`src/rtl/mem_image_sequencer.sv`:
```
// mem_image_sequencer
//   Drives one memory channel through a load / run / check sequence:
//   streams DEPTH words from an image source into the target memory's
//   external write port, enables the cpu until it reaches the STOP opcode
//   or the cycle limit, then reads back a result window and compares it
//   word by word against a reference port.
//
// Ports
//   clk_i, rst_i       clock (rising edge), synchronous active-high reset
//   start_i            one-cycle start pulse, honoured in IDLE or DONE only
//   src_addr_o/src_rdata_i   image source word index / data (1-cycle latency)
//   ref_addr_o/ref_rdata_i   reference word index / data (1-cycle latency)
//   mem_addr_o         target byte address (word index << STRIDE_LOG2)
//   mem_wen_o/mem_ren_o/mem_wdata_o/mem_rdata_i  target memory port
//   instr_i            cpu current instruction
//   cpu_enable_o       cpu run enable
//   done_o, pass_o, timed_out_o, test_id_o, cycle_cnt_o, err_cnt_o,
//   first_err_idx_o    sequence status and results
module mem_image_sequencer #(
   parameter int         DATA_W      = 64,
   parameter int         ADDR_W      = 64,
   parameter int         DEPTH       = 128,
   parameter int         STRIDE_LOG2 = 3,
   parameter int         CHECK_BASE  = 50,
   parameter int         CHECK_N     = 24,
   parameter int         TIMEOUT     = 99999,
   parameter logic [6:0] STOP_OPC    = 7'b1111110,
   parameter bit         RUN_EN      = 1'b1
) (
   input  logic              clk_i,
   input  logic              rst_i,
   input  logic              start_i,
   output logic [ADDR_W-1:0] src_addr_o,
   input  logic [DATA_W-1:0] src_rdata_i,
   output logic [ADDR_W-1:0] ref_addr_o,
   input  logic [DATA_W-1:0] ref_rdata_i,
   output logic [ADDR_W-1:0] mem_addr_o,
   output logic              mem_wen_o,
   output logic              mem_ren_o,
   output logic [DATA_W-1:0] mem_wdata_o,
   input  logic [DATA_W-1:0] mem_rdata_i,
   input  logic [31:0]       instr_i,
   output logic              cpu_enable_o,
   output logic              done_o,
   output logic              pass_o,
   output logic              timed_out_o,
   output logic [3:0]        test_id_o,
   output logic [31:0]       cycle_cnt_o,
   output logic [15:0]       err_cnt_o,
   output logic [15:0]       first_err_idx_o
);

   typedef enum logic [2:0] {S_IDLE, S_LOAD, S_RUN, S_CHECK, S_DONE} state_t;

   localparam logic [31:0] DEPTH_C    = 32'(DEPTH);
   localparam logic [31:0] CHECK_N_C  = 32'(CHECK_N);
   localparam logic [31:0] TIMEOUT_C  = 32'(TIMEOUT);
   localparam state_t      AFTER_RUN  = (CHECK_N != 0) ? S_CHECK : S_DONE;
   localparam state_t      AFTER_LOAD = RUN_EN ? S_RUN : AFTER_RUN;

   function automatic logic [15:0] sat_inc16(input logic [15:0] v);
      return (v == 16'hFFFF) ? v : v + 16'd1;
   endfunction

   state_t            state_q, state_d;
   logic [31:0]       cnt_q, cnt_d;
   logic              wr_vld_q, wr_vld_d;
   logic [ADDR_W-1:0] wr_idx_q, wr_idx_d;
   logic              rd_vld_q, rd_vld_d;
   logic [15:0]       rd_idx_q, rd_idx_d;
   logic [31:0]       cycle_cnt_q, cycle_cnt_d;
   logic              timed_out_q, timed_out_d;
   logic [3:0]        test_id_q, test_id_d;
   logic [15:0]       err_cnt_q, err_cnt_d;
   logic [15:0]       first_err_idx_q, first_err_idx_d;
   logic [ADDR_W-1:0] chk_word;

   // Only the opcode and the test id field of the instruction matter here.
   logic unused_instr;
   assign unused_instr = ^instr_i[27:7];

   always_ff @(posedge clk_i) begin
      if (rst_i) begin
         state_q         <= S_IDLE;
         cnt_q           <= '0;
         wr_vld_q        <= 1'b0;
         rd_vld_q        <= 1'b0;
         cycle_cnt_q     <= '0;
         timed_out_q     <= 1'b0;
         test_id_q       <= '0;
         err_cnt_q       <= '0;
         first_err_idx_q <= '0;
      end else begin
         state_q         <= state_d;
         cnt_q           <= cnt_d;
         wr_vld_q        <= wr_vld_d;
         rd_vld_q        <= rd_vld_d;
         cycle_cnt_q     <= cycle_cnt_d;
         timed_out_q     <= timed_out_d;
         test_id_q       <= test_id_d;
         err_cnt_q       <= err_cnt_d;
         first_err_idx_q <= first_err_idx_d;
      end
   end

   // Indices ride along with their valid flags; only the flags need reset.
   always_ff @(posedge clk_i) begin
      wr_idx_q <= wr_idx_d;
      rd_idx_q <= rd_idx_d;
   end

   always_comb begin
      state_d         = state_q;
      cnt_d           = cnt_q;
      wr_vld_d        = 1'b0;
      wr_idx_d        = wr_idx_q;
      rd_vld_d        = 1'b0;
      rd_idx_d        = rd_idx_q;
      cycle_cnt_d     = cycle_cnt_q;
      timed_out_d     = timed_out_q;
      test_id_d       = test_id_q;
      err_cnt_d       = err_cnt_q;
      first_err_idx_d = first_err_idx_q;
      src_addr_o      = '0;
      ref_addr_o      = '0;
      mem_ren_o       = 1'b0;
      cpu_enable_o    = 1'b0;
      chk_word        = '0;

      // Compare stage: read data and reference word arrive one cycle after
      // the read was issued.
      if (rd_vld_q && (mem_rdata_i != ref_rdata_i)) begin
         err_cnt_d = sat_inc16(err_cnt_q);
         if (err_cnt_q == 16'd0) first_err_idx_d = rd_idx_q;
      end

      unique case (state_q)
         S_IDLE, S_DONE: begin
            if (start_i) begin
               state_d         = S_LOAD;
               cnt_d           = '0;
               cycle_cnt_d     = '0;
               timed_out_d     = 1'b0;
               test_id_d       = '0;
               err_cnt_d       = '0;
               first_err_idx_d = '0;
            end
         end
         S_LOAD: begin
            if (cnt_q < DEPTH_C) begin
               src_addr_o = ADDR_W'(cnt_q);
               wr_vld_d   = 1'b1;
               wr_idx_d   = ADDR_W'(cnt_q);
               cnt_d      = cnt_q + 32'd1;
            end else begin
               // The final write is on the bus this cycle.
               cnt_d   = '0;
               state_d = AFTER_LOAD;
            end
         end
         S_RUN: begin
            cpu_enable_o = 1'b1;
            cycle_cnt_d  = cycle_cnt_q + 32'd1;
            // STOP is tested first so it wins over a simultaneous timeout.
            if (instr_i[6:0] == STOP_OPC) begin
               test_id_d = instr_i[31:28];
               state_d   = AFTER_RUN;
            end else if (cycle_cnt_d == TIMEOUT_C) begin
               timed_out_d = 1'b1;
               state_d     = S_DONE;
            end
         end
         S_CHECK: begin
            if (cnt_q < CHECK_N_C) begin
               mem_ren_o  = 1'b1;
               ref_addr_o = ADDR_W'(cnt_q);
               chk_word   = ADDR_W'(CHECK_BASE) + ADDR_W'(cnt_q);
               rd_vld_d   = 1'b1;
               rd_idx_d   = cnt_q[15:0];
               cnt_d      = cnt_q + 32'd1;
            end else begin
               // The last compare is resolved this cycle.
               cnt_d   = '0;
               state_d = S_DONE;
            end
         end
         default: state_d = S_IDLE;
      endcase

      mem_addr_o = '0;
      if (wr_vld_q)       mem_addr_o = wr_idx_q << STRIDE_LOG2;
      else if (mem_ren_o) mem_addr_o = chk_word << STRIDE_LOG2;
   end

   // Write stage: source data is one cycle behind its address.
   assign mem_wen_o       = wr_vld_q;
   assign mem_wdata_o     = wr_vld_q ? src_rdata_i : '0;
   assign done_o          = (state_q == S_DONE);
   assign pass_o          = done_o && !timed_out_q && (err_cnt_q == 16'd0);
   assign timed_out_o     = timed_out_q;
   assign test_id_o       = test_id_q;
   assign cycle_cnt_o     = cycle_cnt_q;
   assign err_cnt_o       = err_cnt_q;
   assign first_err_idx_o = first_err_idx_q;

endmodule

```
`config.mk`:
```
export PLATFORM = sky130hd
export DESIGN_NAME = mem_image_sequencer
export DESIGN_NICKNAME = d
export VERILOG_FILES = /design/src/rtl/mem_image_sequencer.sv
export SDC_FILE = /design/constraint.sdc
export NUM_CORES = 1
export LEC_CHECK = 0
export CAP_MARGIN = 40
export CORE_AREA = 4 4 215 217
export CTS_CLUSTER_SIZE = 28
export DETAILED_ROUTE_END_ITERATION = 8
export DIE_AREA = 0 0 219 221
export GPL_TIMING_DRIVEN = 0
export PLACE_DENSITY = 0.58
export SLEW_MARGIN = 20
export SYNTH_ARGS = -nofsm -noshare
export SYNTH_HDL_FRONTEND = slang
export SYNTH_SLANG_ARGS = --single-unit
export TNS_END_PERCENT = 20
```
`constraint.sdc`:
```
create_clock -name clk_i -period 4.4 [get_ports clk_i]
set_clock_uncertainty 0.05 [all_clocks]
set_input_delay 0.66 -clock clk_i [delete_from_list [all_inputs] [get_ports clk_i]]
set_output_delay 0.66 -clock clk_i [all_outputs]
set_load 0.005 [all_outputs]
```
* Yosys cells after proc, flatten, opt, wreduce, memory -nomap -nowiden
Cells that the tools add are included.
Storage, ports and cells: flip-flop bits (word level) 154, output and inout port bits 330, input port bits 227, logic and storage cells 89
Cells by class: bitwise gates (word level) 1, magnitude comparators 2, $add $sub $neg 4, mux-type cells 39, equality and inequality tests 15, reductions and logical operators 17
Operators with widths (number):
- $mux W32 | 7
- $mux W64 | 3
- $mux W16 | 8
- $pmux W32 S3 | 1
- $mux W33 | 2
- $add A32 B1 Y32 const B | 2
- $ne A64 B64 Y1 | 1
- $pmux W32 S2 | 1
- $add A6 B32 Y33 const A | 1
- $eq A32 B17 Y1 const B | 1
- $lt A32 B5 Y1 const B | 1
- $lt A32 B8 Y1 const B | 1
- $add A16 B1 Y16 const B | 1
- $eq A16 B16 Y1 const B | 1
- $logic_not A16 Y1 | 1
- $mux W3 | 5
- $ne A2 B2 Y1 const B | 6
- $pmux W3 S4 | 1
- $mux W4 | 2
- $pmux W4 S2 | 1
- $reduce_and A2 Y1 | 4
- $reduce_and A4 Y1 | 2
- $eq A7 B7 Y1 const B | 1
- $mux W1 | 7
- other kinds (13) | 17

* Longest topological paths before layout
depth in word-level cells 5, gate-level depth with buffers 10, depth with buffers taken out 8

* Worst setup path after synthesis
OpenSTA, ideal clock, no wires.
path kind reg-to-output, start register cnt_q[26], end output src_addr_o[0], cell stages (with the launch flop) 5, required time 3.690 ns, buffers on the path 0, arrival 3.619 ns, path slack 0.071 ns, cell sequence dfxtp_1 > nor4b_1 > nand4_1 > nor3_1 > and2_1
On the way: word-level cells in the longest chain between the ends 3
Ends and longest elaborated chain:
- start: declaration | RTL line 66 | logic [31:0] cnt_q, cnt_d;
- start signal: assignment | RTL line 95 | cnt_q <= cnt_d;
- $lt A32 B8 Y1 | RTL line 150 | if (cnt_q < DEPTH_C) begin
- $mux W32 | RTL line 150
- $mux W32 | RTL line 137 | unique case (state_q)
- end: declaration | RTL line 33 | output logic [ADDR_W-1:0] src_addr_o,
No other way between the ends.

* Final worst setup path
start register cnt_q[14], end output mem_addr_o[3]
On the way: word-level cells in the longest chain between the ends 5, elaborated cells on any way between the ends 7
Ends and longest elaborated chain:
- $lt A32 B5 Y1 * | RTL line 174 | if (cnt_q < CHECK_N_C) begin
- $mux W33 or $mux W1 (tied branches) | RTL line 174
- $mux W33 or $mux W1 (tied branches)
- $mux W64 * | RTL line 192 | else if (mem_ren_o) mem_addr_o = chk_word << STRIDE_LOG2;
- $mux W64 * | RTL line 191 | if (wr_vld_q) mem_addr_o = wr_idx_q << STRIDE_LOG2;
- end: declaration | RTL line 37 | output logic [ADDR_W-1:0] mem_addr_o,
Mark *: on every way between the ends. The rest lies on a longest branch, timed or not.

==> impl_results.md <==
* Synth Area in Compound Gates at 0.1011
* Post-synth top cells: 153 x buf_4, 111 x and2_1, 106 x dfxtp_1, 103 x nor2_1, 79 x xnor2_1
* Worst setup SP type: register
* Reg2Reg Launch Point: cycle_cnt_o[0]
* CTS Sinks at about 150
* Worst skew pair latency at 450 ps
* I/O Buffers at 387
* Max-cap violations at 0
* CTS clock-pin slew for the worst setup and hold paths at 70 ps
* TNS Setup at 0 ps
* DRC Markers at 0
* Critical path's slowest cell: clkdlybuf4s50_1
* Seq/Total Area, Yosys at 0.3709
* Chip height at about 220 um
* Setup Slack @ Placement at 480.9 ps
* Adder-Cell Fraction of Synth Area at 0.007814
* YS warnings at 0
* Max-Slew Margin vs Limit at 0.4700
* Area share of the largest cell type after synthesis at 0.2209
* Die Wd at 219 um
* Flops & latches, synth at 154
* Routed wire length at ~36000 um
* Clock Tree Buf Depth at 2
* Fin util at 0.3499
* Final hold vios at 0
* Max stage delay on crit path at between 500 and 600 ps
* H-tree Lvls at 4
* Worst slew pin tran at roughly 800 ps
* P&R area growth vs syn at 60.69%
* Combinational family with the most area after synthesis: simple AND/OR/NAND/NOR gates
* Hold crit path type: register to register
* Period minus WS final at between 4000 and 5000 ps
* R2R cell count at 8
* Critical path, cell by cell: nor4_1, nand4_1, nor2_1, nand3_1, clkinvlp_4, buf_8, and2_1, mux2_2, clkdlybuf4s50_1
* Most common cell in the netlist: buf_4
* RSZ-0062 raised after global routing: no
* Maximum vdd drop at 0.2376 mV
* Area leader, netlist: dfxtp_1
* Filler cell count at 4554
* Fmax at about 250 MHz
* R2R Setup Slk at 1520 ps
* Core area at roughly 44000 um2
* Synth cell types at 74
* Gate Count Post-Synth at around 1100
* Routed wire per std cell at approximately 16 um
* GRT Overall Usage at 0.1386
* Post-Place Cells at between 2000 and 2500
* PD cells at roughly 250 nW/um2
* Cell Rows at between 70 and 80
* Lkg Pwr at 6.022 nW
* Final Non-Filler Cells at between 2000 and 2500
* Status: completed
* Reg-to-reg endpoint: timed_out_o
* Post-synthesis simple-gate area fraction at 0.2615
* Dpl hpwl at 29190 um
* Nets at ~1900
* Setup ws final at roughly 350 ps
* Worst Setup End Kind: primary output
* Post-synth top flop: dfxtp_1
* Critical path endpoint: mem_addr_o[3]
* Routed Antenna Nets at 0
* WS Path Type: register to primary output
* Required time worst endpoint at between 3000 and 4000 ps
* Xor/xnor share of the synthesized area at 0.09025
* First-pass GRT wire length at 52630 um
* Maximum number of pins on one net before global-route repair at 18
* DR vias at between 9000 and 10000
* Pins over their slew limit at 0
* Period utilisation layout at 0.9197
* Via density per instance at 4.123
* Avg Cell Area, Syn at around 8.8 um2
* Mux cell area share after synthesis at 0.01888
* CP startpoint: cnt_q[14]
* Clock root buffer: clkbuf_16
* I/O Pins at 557
* Post-synth ARST share at 0
* Initial Util at 0.2177
* Starting DRC count in detailed routing at around 500
* Worst Path Arrival at roughly 3300 ps
* TritonCTS clock tree: built
* Share of layout cells above drive strength 1 at 0.1397
* Pre-antenna DRT Iters at 5
* Synth area leaders: dfxtp_1 22%, edfxtp_1 15%, buf_4 12%, and2_1 7.2%, xnor2_1 7.2%
* EDFF count, synth at 48
* Initial antenna violation count at 3
* Die ar. at between 40000 and 50000 um2
* Hold slack at between 400 and 500 ps
* Final setup violation count at 0
* Vias in the first global route at between 8000 and 9000
* Gpl congestion at about 0.84
* Grt total ovfl at 0
* Area of the mapped netlist at ~9600 um2
* Crit-path max FO at 11
* CTS Buf Count at 17
==> area by class of cell <==
class                      count  area (um2)  share of cell area
inverter                      18       71.32            0.004619
antenna                        1       2.502           0.0001621
clock inverter                13       120.1            0.007780
clock buffer                  19       454.2             0.02942
buffer                       201        1366             0.08850
sequential                   154        3563              0.2308
tap                          592       740.7             0.04798
timing repair buffer         396        3953              0.2560
multi-input combinational    867        5167              0.3347
==> where the power goes <==
part | switching [W] | internal [W] | leakage, nW | total (W)
Clock | 0.000683 | 0.000782 | 0.288 | 0.00146
Combinational | 0.000372 | 0.000456 | 4.40 | 0.000828
Sequential | 0.0000226 | 0.00151 | 1.33 | 0.00153
Total | 0.00108 | 0.00274 | 6.02 | 0.00382
==> kinds of logic (layout without fill, tap and decap cells) <==
kind of cell / after synthesis / in the layout
xor gates and xnor gates: 99 / 99
buffers and inverters: 219 / 647
other: 1 / 149
AOI/OAI and AO/OA: 149 / 149
and+or+nand+nor: 447 / 447
DFF: 154 / 154
adders and majority gates: 6 / 6
muxes: 18 / 18
==> state kept, by name, summed over array words and instances, names as in the netlist <==
name	count
cnt_q	32
cycle_cnt_o	32
wr_idx_q	32
err_cnt_o	16
first_err_idx_o	16
rd_idx_q	16
test_id_o	4
state_q	3
mem_wen_o	1
rd_vld_q	1
timed_out_o	1
==> what timing repair did <==
| action | CTS | global route |
|---|---|---|
| hold buffers | 0 | 0 |
| endpoints found under the setup margin | 1 | 1 |
| pin swaps | 0 | 0 |
| resized for setup | 1 | 0 |
| buffers inserted | 0 | 4 |
==> worst min-delay path by stage <==
stage,start,end,slack (ps),cells past startpoint
floorplan,cnt_q[4],rd_idx_q[4],370,0
global placement,cnt_q[19],cnt_q[19],400,2
detailed placement,cnt_q[6],wr_idx_q[6],400,0
CTS,cnt_q[19],cnt_q[19],420,2
global route,cnt_q[5],wr_idx_q[5],450,0
finish,cnt_q[19],cnt_q[19],420,2
==> stage by stage <==
stage          instance area (um2)  total power [W]
6_report                     15440         0.003820
5_1_grt                      15440         0.003992
4_1_cts                      15410         0.003855
3_5_place_dp                 14830         0.002382
3_3_place_gp                 14770         0.002370
2_1_floorplan                10160         0.001949
==> per-layer routing <==
layer,up-vias,part of all wire,global-route usage
met5,-,0,0
met4,0,0.020,0.04302
met3,47,0.074,0.03539
met2,335,0.50,0.2456
met1,4280,0.40,0.1633
li1,4661,-,-
==> placed cells by master, fill, tap and decap left out, types with 4 or more instances in the layout <==
cell type / Yosys / final
edfxtp_1: 48 / 48
buf_2: 8 / 8
a311oi_1: 12 / 12
o31ai_1: 9 / 9
a22oi_1: 8 / 8
and4_1: 5 / 5
o21ai_0: 27 / 27
xnor2_1: 79 / 79
buf_4: 153 / 160
clkbuf_16: 0 / 18
inv_1: 18 / 17
a211oi_1: 7 / 7
inv_6: 0 / 4
xor2_1: 20 / 20
ha_1: 6 / 6
nor4_1: 19 / 19
nor3_1: 18 / 17
or3_1: 4 / 4
inv_8: 0 / 5
or4_1: 7 / 7
dfxtp_1: 106 / 106
and3_1: 14 / 14
conb_1: 1 / 148
nand2_1: 55 / 55
nand3_1: 33 / 33
nand4_1: 36 / 36
mux2i_1: 17 / 17
nor2_1: 103 / 103
a21oi_1: 46 / 46
a31oi_1: 16 / 16
nand4b_1: 4 / 4
clkdlybuf4s50_1: 0 / 387
nand2b_1: 4 / 4
and2_1: 111 / 111
clkbuf_1: 34 / 35
==> worst max-delay path: cells and delay by family (launching register included) <==
| kind | cells | cell delay [ps] |
|---|---|---|
| muxes | 1 | 140 |
| DFF | 1 | 390 |
| buffers and inverters | 3 | 1000 |
| and+or+nand+nor | 5 | 1350 |
Note: power is estimated with default switching activity, not from simulation.
==> RTL change, RTL diff (same settings) <==
Change the parameter `RUN_EN` from 1'b1 to 1'b0.
--- a/src/rtl/mem_image_sequencer.sv
+++ b/src/rtl/mem_image_sequencer.sv
@@ -27,3 +27,3 @@
    parameter logic [6:0] STOP_OPC    = 7'b1111110,
-   parameter bit         RUN_EN      = 1'b1
+   parameter bit         RUN_EN      = 1'b0
 ) (
Function: no difference found for any inputs over 4 cycles, from zero or initial values and one cycle with rst_i high; that may be too few to reach the edited logic, so the function may still have changed.
==> RTL change against the original RTL <==
Final cell count shrank 0.40%. Area after synthesis is 0.63% lower. Critical path depth shrank 1. Worst hold slack got worse by 0.018 ns. Worst setup slack worse by 0.11 ns. Core utilization down 0.29 points. Synthesized cell count hardly changed. Non-clock buffer count rose by 3. Final area down 0.83%. Sequential cell count did not move. Routed wire length grew 4.2%. Highest routed layer is now met5.
Power is not compared: it rests on default switching activity, and its combinational part moved more than twofold at a synthesized area within 25%.
==> RTL change: results (changes against the original RTL) <==
| Metric | Value |
|---|---|
| Status | `finished, final reports clean` |
| Sequential share of the synthesized area | `37.3% (+0.23 points)` |
| Cell leakage power | `slightly below 6 nW` |
| Crit Path Max Fanout | `10 (-1)` |
| Synth cell types | `71 (-4.1%)` |
| DR vias | `9173 (-1.6%)` |
| Critical-path top delay cell | `clkdlybuf4s50_1` |
| Post-DP HPWL | `30500 um (+4.5%)` |
| Initial DRC Count | `486 (-2.2%)` |
| Async set-reset flop share out of synthesis | `0% (unchanged)` |
| Worst path arrival time | `3.44 ns (+0.10 ns)` |
| Number of global-route vias before repair | `8849 (+0.76%)` |
| Inserted Clock Buffers | `17 (unchanged)` |
| Routed WL | `37100 um (+4.2%)` |
| Power Internal | `0.00330 W` |
| EDFF count, synth | `48 (unchanged)` |
| Insertion delay to the later sink of the worst-skew pair | `0.43 ns (-0.02 ns)` |
| Fillers | `4626 (+1.6%)` |
| # diodes | `0 (-1)` |
| Clk buf depth | `2 (unchanged)` |
| Synth area leaders | `dfxtp_1 22%, edfxtp_1 15%, buf_4 12%` |
| Worst slew margin | `45.1% (-1.9 points)` |
| First-pass GRT wire length | `54400 um (+3.3%)` |
| Htree depth | `4 (unchanged)` |
| Final nets | `1880 (-0.42%)` |
| Root buffer cell | `clkbuf_16` |
| GRT Resource Usage Total | `14.5% (+0.63 points)` |
| Post-CTS setup buffers | `0 (unchanged)` |
| Worst-path clk slew | `0.07 ns (about the same)` |
| Critical Path Max Stage Delay | `0.56 ns (+0.05 ns)` |
| Ys Warns | `0 (unchanged)` |
| Initial antenna violation count | `1 (-2)` |
| Largest net degree at the start of global routing | `42 (+24)` |
| Max rail drop VDD | `approximately 0.29 mV` |
| Most frequent cells after synthesis | `154 x buf_4, 108 x and2_1, 106 x dfxtp_1` |
| Port Buffer Count | `387 (unchanged)` |
| Share of cells above drive strength 1 | `13.6% (-0.41 points)` |
| Main flop type after synthesis | `dfxtp_1` |
| GP Congestion | `0.859 (+2.2%)` |
| DR pass1 iterations | `5 (unchanged)` |
| Hold Crit Class | `reg -> reg` |
==> RTL change: cell type report <==
class	instances	area (um2)	share of cell area, %
multi-input cells	859	5050	33.0
repair buffers	389	3880	25.4
flip-flops and latches	154	3560	23.3
plain buffers	211	1430	9.37
well taps	592	741	4.84
clock buffers	18	429	2.80
clock inverters	14	149	0.973
inverters	15	56.3	0.368
==> RTL change: critical path: cells and delay by family (launching register included) <==
kind | cells | cell delay [ns]
DFF | 1 | 0.33
buffers and inverters | 6 | 2.19
and+or+nand+nor | 2 | 0.48
==> RTL change: cells by family after synthesis <==
group	share of synthesized area [%]
other	0.0393
and+or+nand+nor	25.5
muxes	2.00
AOI/OAI and AO/OA	9.32
xor gates and xnor gates	9.45
buffers and inverters	15.6
adders and majority gates	0.786
DFF	37.3
==> RTL change: repair_timing <==
item                                   CTS  global route
setup endpoints to repair                0             3
endpoints found under the hold margin    0             0
resized for setup                        0             2
==> RTL change: per-layer routing <==
metal  global-route usage, %  vias up  routed length [um]
met5                       0        -                  10
met4                    2.75        2                 399
met3                    3.73       28                2630
met2                    25.8      317               18700
met1                    17.6     4219               15300
li1                        -     4607                   -
==> RTL change: stage by stage <==
step           total power [W]  cell area [um2]  utilization [%]  worst slack (ns)  cells
6_report               0.00496            15300             34.7             0.245   2252
3_3_place_gp           0.00350            14700             33.3             0.299   2218
5_1_grt                0.00525            15300             34.7            0.0320   2252
3_5_place_dp           0.00352            14700             33.4             0.421   2219
4_1_cts                0.00503            15300             34.7            0.0331   2251
2_1_floorplan          0.00261            10100                -              1.64   1239
==> RTL change: worst paths after layout <==
path	startpoint	to	slack (ns)	cells after the start
max reg2reg	cycle_cnt_o[0]	state_q[2]	1.24	10
min reg2reg	cnt_q[6]	wr_idx_q[6]	0.40	0
min	cnt_q[6]	wr_idx_q[6]	0.40	0
max	state_q[1]	cpu_enable_o	0.25	8
==> RTL change: power by group through the flow <==
stage	combinational [W]	sequential, W	clock (W)
2_1_floorplan	0.000877	0.00174	0
3_3_place_gp	0.00174	0.00176	0
3_5_place_dp	0.00176	0.00177	0
4_1_cts	0.00177	0.00174	0.00153
5_1_grt	0.00191	0.00175	0.00159
6_report	0.00174	0.00173	0.00148
